`src/rtl/attack_controller.sv`:
```
// attack_controller
// -----------------------------------------------------------------------------
// Per-player attack sequencer. On a frame tick (SCEN) with permission from
// player_state and a pressed attack button, it latches the attack and walks
// STARTUP -> ACTIVE -> RECOVERY. Each phase lasts a parameterised number of
// frame ticks, and then the sequencer returns to IDLE. A hitstun from
// game_resolver cancels the sequence at once.
//
// Handshake semantics: there is no valid/ready pair here. attack_busy is the
// "not ready" indication to player_state. While it is high, attack_enable and
// the buttons are ignored and nothing is queued. attack_done is a one-clk
// completion strobe and has no acknowledge.
//
// Ports:
//   clk            in   system clock
//   reset          in   asynchronous, active-high reset
//   SCEN           in   single-clk frame-tick enable
//   attack_enable  in   permission to start an attack (from player_state)
//   attack1        in   attack 1 button (level)
//   attack2        in   attack 2 button (level)
//   hitstun_active in   cancels any attack in progress
//   attack_busy    out  state != IDLE
//   hitbox_active  out  state == ACTIVE
//   attack_id      out  0=none, 1=attack1, 2=attack2
//   phase          out  current FSM state (IDLE=0 .. RECOVERY=3), doubles as debug view
//   attack_done    out  one-clk pulse on normal completion of recovery
// -----------------------------------------------------------------------------
module attack_controller #(
  parameter int STARTUP1 = 3,
  parameter int ACTIVE1  = 2,
  parameter int RECOVER1 = 4,
  parameter int STARTUP2 = 5,
  parameter int ACTIVE2  = 3,
  parameter int RECOVER2 = 8,
  parameter int CNT_W    = 4
) (
  input  logic       clk,
  input  logic       reset,
  input  logic       SCEN,
  input  logic       attack_enable,
  input  logic       attack1,
  input  logic       attack2,
  input  logic       hitstun_active,
  output logic       attack_busy,
  output logic       hitbox_active,
  output logic [1:0] attack_id,
  output logic [1:0] phase,
  output logic       attack_done
);

  typedef enum logic [1:0] {
    S_IDLE     = 2'd0,
    S_STARTUP  = 2'd1,
    S_ACTIVE   = 2'd2,
    S_RECOVERY = 2'd3
  } state_t;

  // Counter reload values. Each phase holds for N ticks, so the counter loads N-1.
  localparam logic [CNT_W-1:0] L_S1 = CNT_W'(STARTUP1 - 1);
  localparam logic [CNT_W-1:0] L_A1 = CNT_W'(ACTIVE1  - 1);
  localparam logic [CNT_W-1:0] L_R1 = CNT_W'(RECOVER1 - 1);
  localparam logic [CNT_W-1:0] L_S2 = CNT_W'(STARTUP2 - 1);
  localparam logic [CNT_W-1:0] L_A2 = CNT_W'(ACTIVE2  - 1);
  localparam logic [CNT_W-1:0] L_R2 = CNT_W'(RECOVER2 - 1);

  state_t           r_state;
  logic [CNT_W-1:0] r_cnt;
  logic [1:0]       r_id;
  logic             r_busy;
  logic             r_hitbox;
  logic             r_done;

  state_t           w_state_nxt;
  logic [CNT_W-1:0] w_cnt_nxt;
  logic [1:0]       w_id_nxt;
  logic             w_done_nxt;
  logic             w_is_a1;

  assign w_is_a1 = (r_id == 2'd1);

  // Next-state logic. Outside SCEN ticks everything holds. The one exception
  // is the done strobe, which defaults low so that it clears on the next edge.
  always_comb begin
    w_state_nxt = r_state;
    w_cnt_nxt   = r_cnt;
    w_id_nxt    = r_id;
    w_done_nxt  = 1'b0;
    if (SCEN) begin
      case (r_state)
        S_IDLE: begin
          w_id_nxt = 2'd0;
          if (!hitstun_active && attack_enable && (attack1 || attack2)) begin
            w_state_nxt = S_STARTUP;
            // attack1 has priority when both buttons are pressed
            w_id_nxt    = attack1 ? 2'd1 : 2'd2;
            w_cnt_nxt   = attack1 ? L_S1 : L_S2;
          end
        end
        default: begin
          if (hitstun_active) begin
            w_state_nxt = S_IDLE;
            w_id_nxt    = 2'd0;
            w_cnt_nxt   = '0;
          end else if (r_cnt != '0) begin
            w_cnt_nxt = r_cnt - CNT_W'(1);
          end else begin
            case (r_state)
              S_STARTUP: begin
                w_state_nxt = S_ACTIVE;
                w_cnt_nxt   = w_is_a1 ? L_A1 : L_A2;
              end
              S_ACTIVE: begin
                w_state_nxt = S_RECOVERY;
                w_cnt_nxt   = w_is_a1 ? L_R1 : L_R2;
              end
              default: begin
                w_state_nxt = S_IDLE;
                w_id_nxt    = 2'd0;
                w_done_nxt  = 1'b1;
              end
            endcase
          end
        end
      endcase
    end
  end

  // busy and hitbox are registered from the next state, so they always
  // match r_state exactly and never glitch.
  always_ff @(posedge clk or posedge reset) begin
    if (reset) begin
      r_state  <= S_IDLE;
      r_cnt    <= '0;
      r_id     <= 2'd0;
      r_busy   <= 1'b0;
      r_hitbox <= 1'b0;
      r_done   <= 1'b0;
    end else begin
      r_state  <= w_state_nxt;
      r_cnt    <= w_cnt_nxt;
      r_id     <= w_id_nxt;
      r_busy   <= (w_state_nxt != S_IDLE);
      r_hitbox <= (w_state_nxt == S_ACTIVE);
      r_done   <= w_done_nxt;
    end
  end

  assign attack_busy   = r_busy;
  assign hitbox_active = r_hitbox;
  assign attack_id     = r_id;
  assign phase         = r_state;
  assign attack_done   = r_done;

endmodule

```
`config.mk`:
```
export PLATFORM = sky130hd
export DESIGN_NAME = attack_controller
export DESIGN_NICKNAME = d
export VERILOG_FILES = /design/src/rtl/attack_controller.sv
export SDC_FILE = /design/constraint.sdc
export NUM_CORES = 1
export LEC_CHECK = 0
export ABC_CLOCK_PERIOD_IN_PS = 2000
export CAP_MARGIN = 30
export CORE_MARGIN = 2
export CORE_UTILIZATION = 30
export CTS_BUF_LIST = sky130_fd_sc_hd__clkbuf_2 sky130_fd_sc_hd__clkbuf_4 sky130_fd_sc_hd__clkbuf_8
export DETAILED_ROUTE_END_ITERATION = 12
export SLEW_MARGIN = 15
export SYNTH_ARGS = -nofsm -noshare
export SYNTH_HDL_FRONTEND = slang
export SYNTH_SLANG_ARGS = --single-unit
```
`constraint.sdc`:
```
create_clock -name clk -period 2 [get_ports clk]
set_clock_uncertainty 0.1 [all_clocks]
set_input_delay 0.5 -clock clk [delete_from_list [all_inputs] [get_ports clk]]
set_output_delay 0.5 -clock clk [all_outputs]
set_load 0.005 [all_outputs]
```
## Yosys cells after proc, flatten, opt, wreduce, memory -nomap -nowiden

Cells that the tools add are included.
Widths: inputs -> output; s select.

| word-level totals | value |
|---|---|
| register bits | 11 |
| output and inout bits | 7 |

| operators by class | value |
|---|---|
| add/sub/neg operators | 1 |
| equality and inequality tests | 7 |
| muxes and demuxes | 25 |
| reduce and logical (&&, ||, !) cells | 11 |

Operators with widths:

| operator | number |
|---|---|
| $mux 2 | 12 |
| $mux 4 | 4 |
| $pmux 4 s2 | 1 |
| $mux 3 | 2 |
| $reduce_and 3->1 | 2 |
| $mux 1 | 5 |
| $reduce_bool 5->1 | 1 |
| $eq 2x1->1 const B | 2 |
| $eq 2x2->1 const B | 2 |
| $pmux 2 s2 | 1 |
| $reduce_bool 4->1 | 1 |
| $sub 4x1->4 const B | 1 |
| $ne 3x1->1 const B | 1 |
| $ne 3x2->1 const B | 1 |
| $logic_and 1x1->1 | 2 |
| $logic_not 2->1 | 1 |
| $ne 2x2->1 const B | 1 |
| $reduce_bool 2->1 | 1 |
| $reduce_or 2->1 | 1 |
| $logic_not 1->1 | 1 |
| $logic_or 1x1->1 | 1 |

## Depth between registers and ports, before layout

| logic depth | value |
|---|---|
| word-level depth | 7 |
| depth in mapped cells | 7 |

## Least setup slack after synthesis

Ideal clock, no wire load.

| path | value |
|---|---|
| kind | reg-to-reg |
| from | reg r_state[1], in the netlist phase[1] |
| to | reg r_cnt[3] |
| data arrival time | 1513 ps |
| required time | 1824 ps |
| slack | 311 ps |
| cell stages (with the launch flop) | 7 |
| buffers on the path | 0 |
| cell sequence | dfrtp_1 -> inv_1 -> ha_1 -> nor2_1 -> nand2_1 -> or4_1 -> o21ai_1 |

| between the ends | value |
|---|---|
| cells in the longest elaborated chain, start to end | 3 |
| elaborated cells on any way between the ends | 7 |

RTL lines:

| element | RTL line | source |
|---|---|---|
| from (decl) | 66 | `state_t r_state;` |
| from (signal assigned) | 139 | `r_state <= w_state_nxt;` |
| $eq 2x2->1, or another cell as far along | 107 | `case (r_state)` |
| $reduce_bool 5->1 (no line) / $ne 2x2->1 (equally long branches) | -- |  |
| $reduce_and 3->1 (no line) | -- |  |
| to (signal assigned) | 140 | `r_cnt <= w_cnt_nxt;` |
| to (decl) | 67 | `logic [CNT_W-1:0] r_cnt;` |

Parallel ways exist; a longest one is shown, timed or not.
A chain may end at the register's enable or synchronous reset.

## Final worst setup path

| path | value |
|---|---|
| from | reg r_cnt[0] |
| to | reg r_busy, in the netlist attack_busy |

| between the ends | value |
|---|---|
| cells in the longest elaborated chain, start to end | 6 |

RTL lines:

| element | RTL line | source |
|---|---|---|
| $reduce_bool 4->1 | 104 | `end else if (r_cnt != '0) begin` |
| $mux 2 | 104 |  |
| $mux 2 | 100 | `if (hitstun_active) begin` |
| $mux 2 | 89 | `case (r_state)` |
| $mux 2 | 88 | `if (SCEN) begin` |
| via w_state_nxt[0] | 73 | `state_t w_state_nxt;` |
| $reduce_bool 2->1 | 142 | `r_busy <= (w_state_nxt != S_IDLE);` |
| to (signal assigned) | 142 |  |
| to (decl) | 69 | `logic r_busy;` |

The timed path passes the listed nets, and every way through them passes these cells.

==> impl_metrics.toml <==
[grt]
grt_start_max_net_pins = 12
grt_pass1_vias = 597
grt_usage_pct = 13.1
grt_first_pass_wirelength_um = 2600
gr-total-overflow = 0
antenna_found_initial = 0

[clock_network]
clk_path_buf_depth = 2
cts_tree = "yes"
cts_made_buffers = 3
htree_levels = 1
worst_skew_pair.late_latency_ns = 0.27
cts_sinks = 11
cts_hold_buf = 0
cts_root_buf = "clkbuf_4"
clk_pin_slew_worst_paths_ns = 0.07

[worst_setup_path]
crit_chain = "inv_1 -> ha_1 -> nor3b_4 -> buf_4 -> o211ai_1 -> a32oi_1 -> nand2b_1"
criticalPathCategory = "reg -> reg"
start_kind = "register"
cp_max_fo = 8
endpoint_kind = "register"
cp.arrival_ns = 1.95
max_stage_delay_ns = 0.43
cp.required_ns = 2.11
crit_slowest_cell = "dfrtp_1"

[floorplanning]
die-area_mm2 = 0.00269
pin_count = 14
placementRows = 17
chipWidth_um = 51.9
die_h_um = 51.9
start_util_pct = 31.4
core-area_mm2 = 0.00219

[yosys]
synth_top_area_share_pct = 40.0
synthTopCellsByArea = "dfrtp_1, ha_1, inv_1"
ys_ff_latch = 11
synth.net_count = 85
synthDistinctLibCells = 31
yosys_warnings = 0
avgSynthCellArea_um2 = 9.43
ys_seq_area_share_pct = 40.0
synth_cells = 73
netlist_area_um2 = 688
synth_top_cell_by_area = "dfrtp_1"

[finish]
nNetsFinal = 112
drive_gt1_share_pct = 20.2
diodes = 0
finish.utilization_pct = 43.9
nFillCells = 217
final-instance-count-excl-fill = 127
area_growth_pct = 39.6

[worst_hold_path]
hp-class = "reg -> reg"

[timing]
worst_slew_pin_slew_ns = 0.424
clock.fmax_mhz = 544
hold_viol = 0
rsz0062_at_grt = "no"
maxSlewViolCount = 0
post-route-period-util_pct = 91.9
slew_headroom_pct = 71.7
finalSetupViolations = 0
finalCriticalPeriod_ns = 1.84

[outcome]
outcome = "complete, no violations"

[power_and_ir_drop]
max-vdd-ir-drop_uv = 748
p_leak_nw = 0.440
power_density_mw_per_mm2 = 1390

[placement]
dp_cells = 121
gp_congestion = 0.771
dp_hpwl_um = 1110
io_buffers = 13

[drt]
dr.pass1.iters = 4
wl_um = 1410
vias = 614
via_per_inst = 4.83
ant_nets = 0
initialDrtViolationCount = 24
drc = 0
wl_per_cell_um = 11.1

[run]
drv_cap = 0
-- layout make-up --
cell class	count	area, um^2	area share [%]
clock buffers	4	30.0	3.12
inverters	9	33.8	3.52
multi-input cells	52	382	39.7
flip-flops and latches	11	275	28.6
well taps	28	35.0	3.65
repair buffers	23	205	21.4
-- path summary, 6_finish.rpt --
check | start | slack (ns) | endpoint | cells after the start
max | r_cnt[0] | 0.16 | attack_busy | 7
min | attack_id[1] | 0.40 | attack_id[1] | 2
max reg2reg | r_cnt[0] | 0.16 | attack_busy | 7
min reg2reg | attack_id[1] | 0.40 | attack_id[1] | 2
max in group asynchronous | reset | 1.08 | r_cnt[3] | 2
min in group asynchronous | reset | 0.43 | r_cnt[0] | 2
-- logic make-up after synthesis --
group / count (synthesis) / share of synthesized area [%]
buf+inv: 10 / 5.64
flops: 11 / 40.0
xor+xnor: 1 / 1.27
compound gates: 22 / 21.6
fa+ha+maj: 5 / 9.09
simple gates: 24 / 22.4
-- what timing repair did --
item / CTS / global route
gates resized for setup: 0 / 1
setup buffers: 0 / 2
endpoints found under the setup margin: 0 / 4
-- synthesized netlist by cell type (all sizes together) --
cell and instances:
dfrtp 11, inv 9, nand2 8, o21ai 7, ha 5, a21oi 4, nand2b 3, o211ai 3
nand3 2, nor2 2, nor3b 2, a21o 1, a221oi 1, a22o 1, a31oi 1, a32oi 1
a41oi 1, and2b 1, buf 1, nand4 1, nor2b 1, o21bai 1, o31ai 1, or2 1
or3 1, or3b 1, or4 1, xnor2 1
-- where the power goes --
group | internal [W] | switching, W | leakage, nW
clock network | 0.0000909 | 0.0000749 | 0.0184
registers | 0.000304 | 0.0000680 | 0.144
logic | 0.000408 | 0.000394 | 0.278
total | 0.000803 | 0.000537 | 0.440
-- state kept, by name, summed over array words and instances, names as in the netlist --
register	flops
r_cnt	4
phase	2
attack_done	1
hitbox_active	1
attack_busy	1
attack_id	2
-- critical path, delay by kind of cell (launching register included) --
kind | cells | cell delay, ns
adder cells (fa/ha/maj) | 1 | 0.16
flip-flops | 1 | 0.43
AND/OR/NAND/NOR | 2 | 0.48
AO/OA/AOI/OAI | 2 | 0.32
buffers and inverters | 2 | 0.29
-- stage by stage --
stage | instance area (um^2) | TNS (ns) | hold slack [ns] | setup slack [ns] | power (W)
detailed placement | 908 | -0.0870 | 0.390 | -0.0796 | 0.00112
finish | 961 | 0 | 0.400 | 0.161 | 0.00134
CTS | 938 | 0 | 0.406 | 0.0983 | 0.00130
global route | 961 | 0 | 0.448 | 0.0185 | 0.00148
global placement | 908 | -0.0493 | 0.382 | -0.0464 | 0.00112
floorplan | 688 | 0 | 0.252 | 0.311 | 0.000857
-- per-layer routing --
layer | vias up | part of all wire, % | global-route usage (%)
met3 | 5 | 2.4 | 0.862
met5 | - | 0 | 0
met1 | 284 | 47 | 17.2
met4 | 0 | 3.6 | 9.21
li1 | 310 | - | -
met2 | 15 | 47 | 20.3
-- cells in the final DEF (no fill, tap or decap), types with 2 or more instances in the layout --
| master | count |
|---|---|
| ha_1 | 5 |
| o21ai_0 | 6 |
| a21oi_1 | 4 |
| nand2_1 | 7 |
| nand2b_1 | 3 |
| clkdlybuf4s50_1 | 13 |
| nor2_1 | 2 |
| clkbuf_4 | 4 |
| buf_4 | 10 |
| inv_1 | 9 |
| dfrtp_1 | 11 |
| o211ai_1 | 3 |
| nand3_1 | 2 |
No activity file was read; power rests on OpenSTA's default activity.
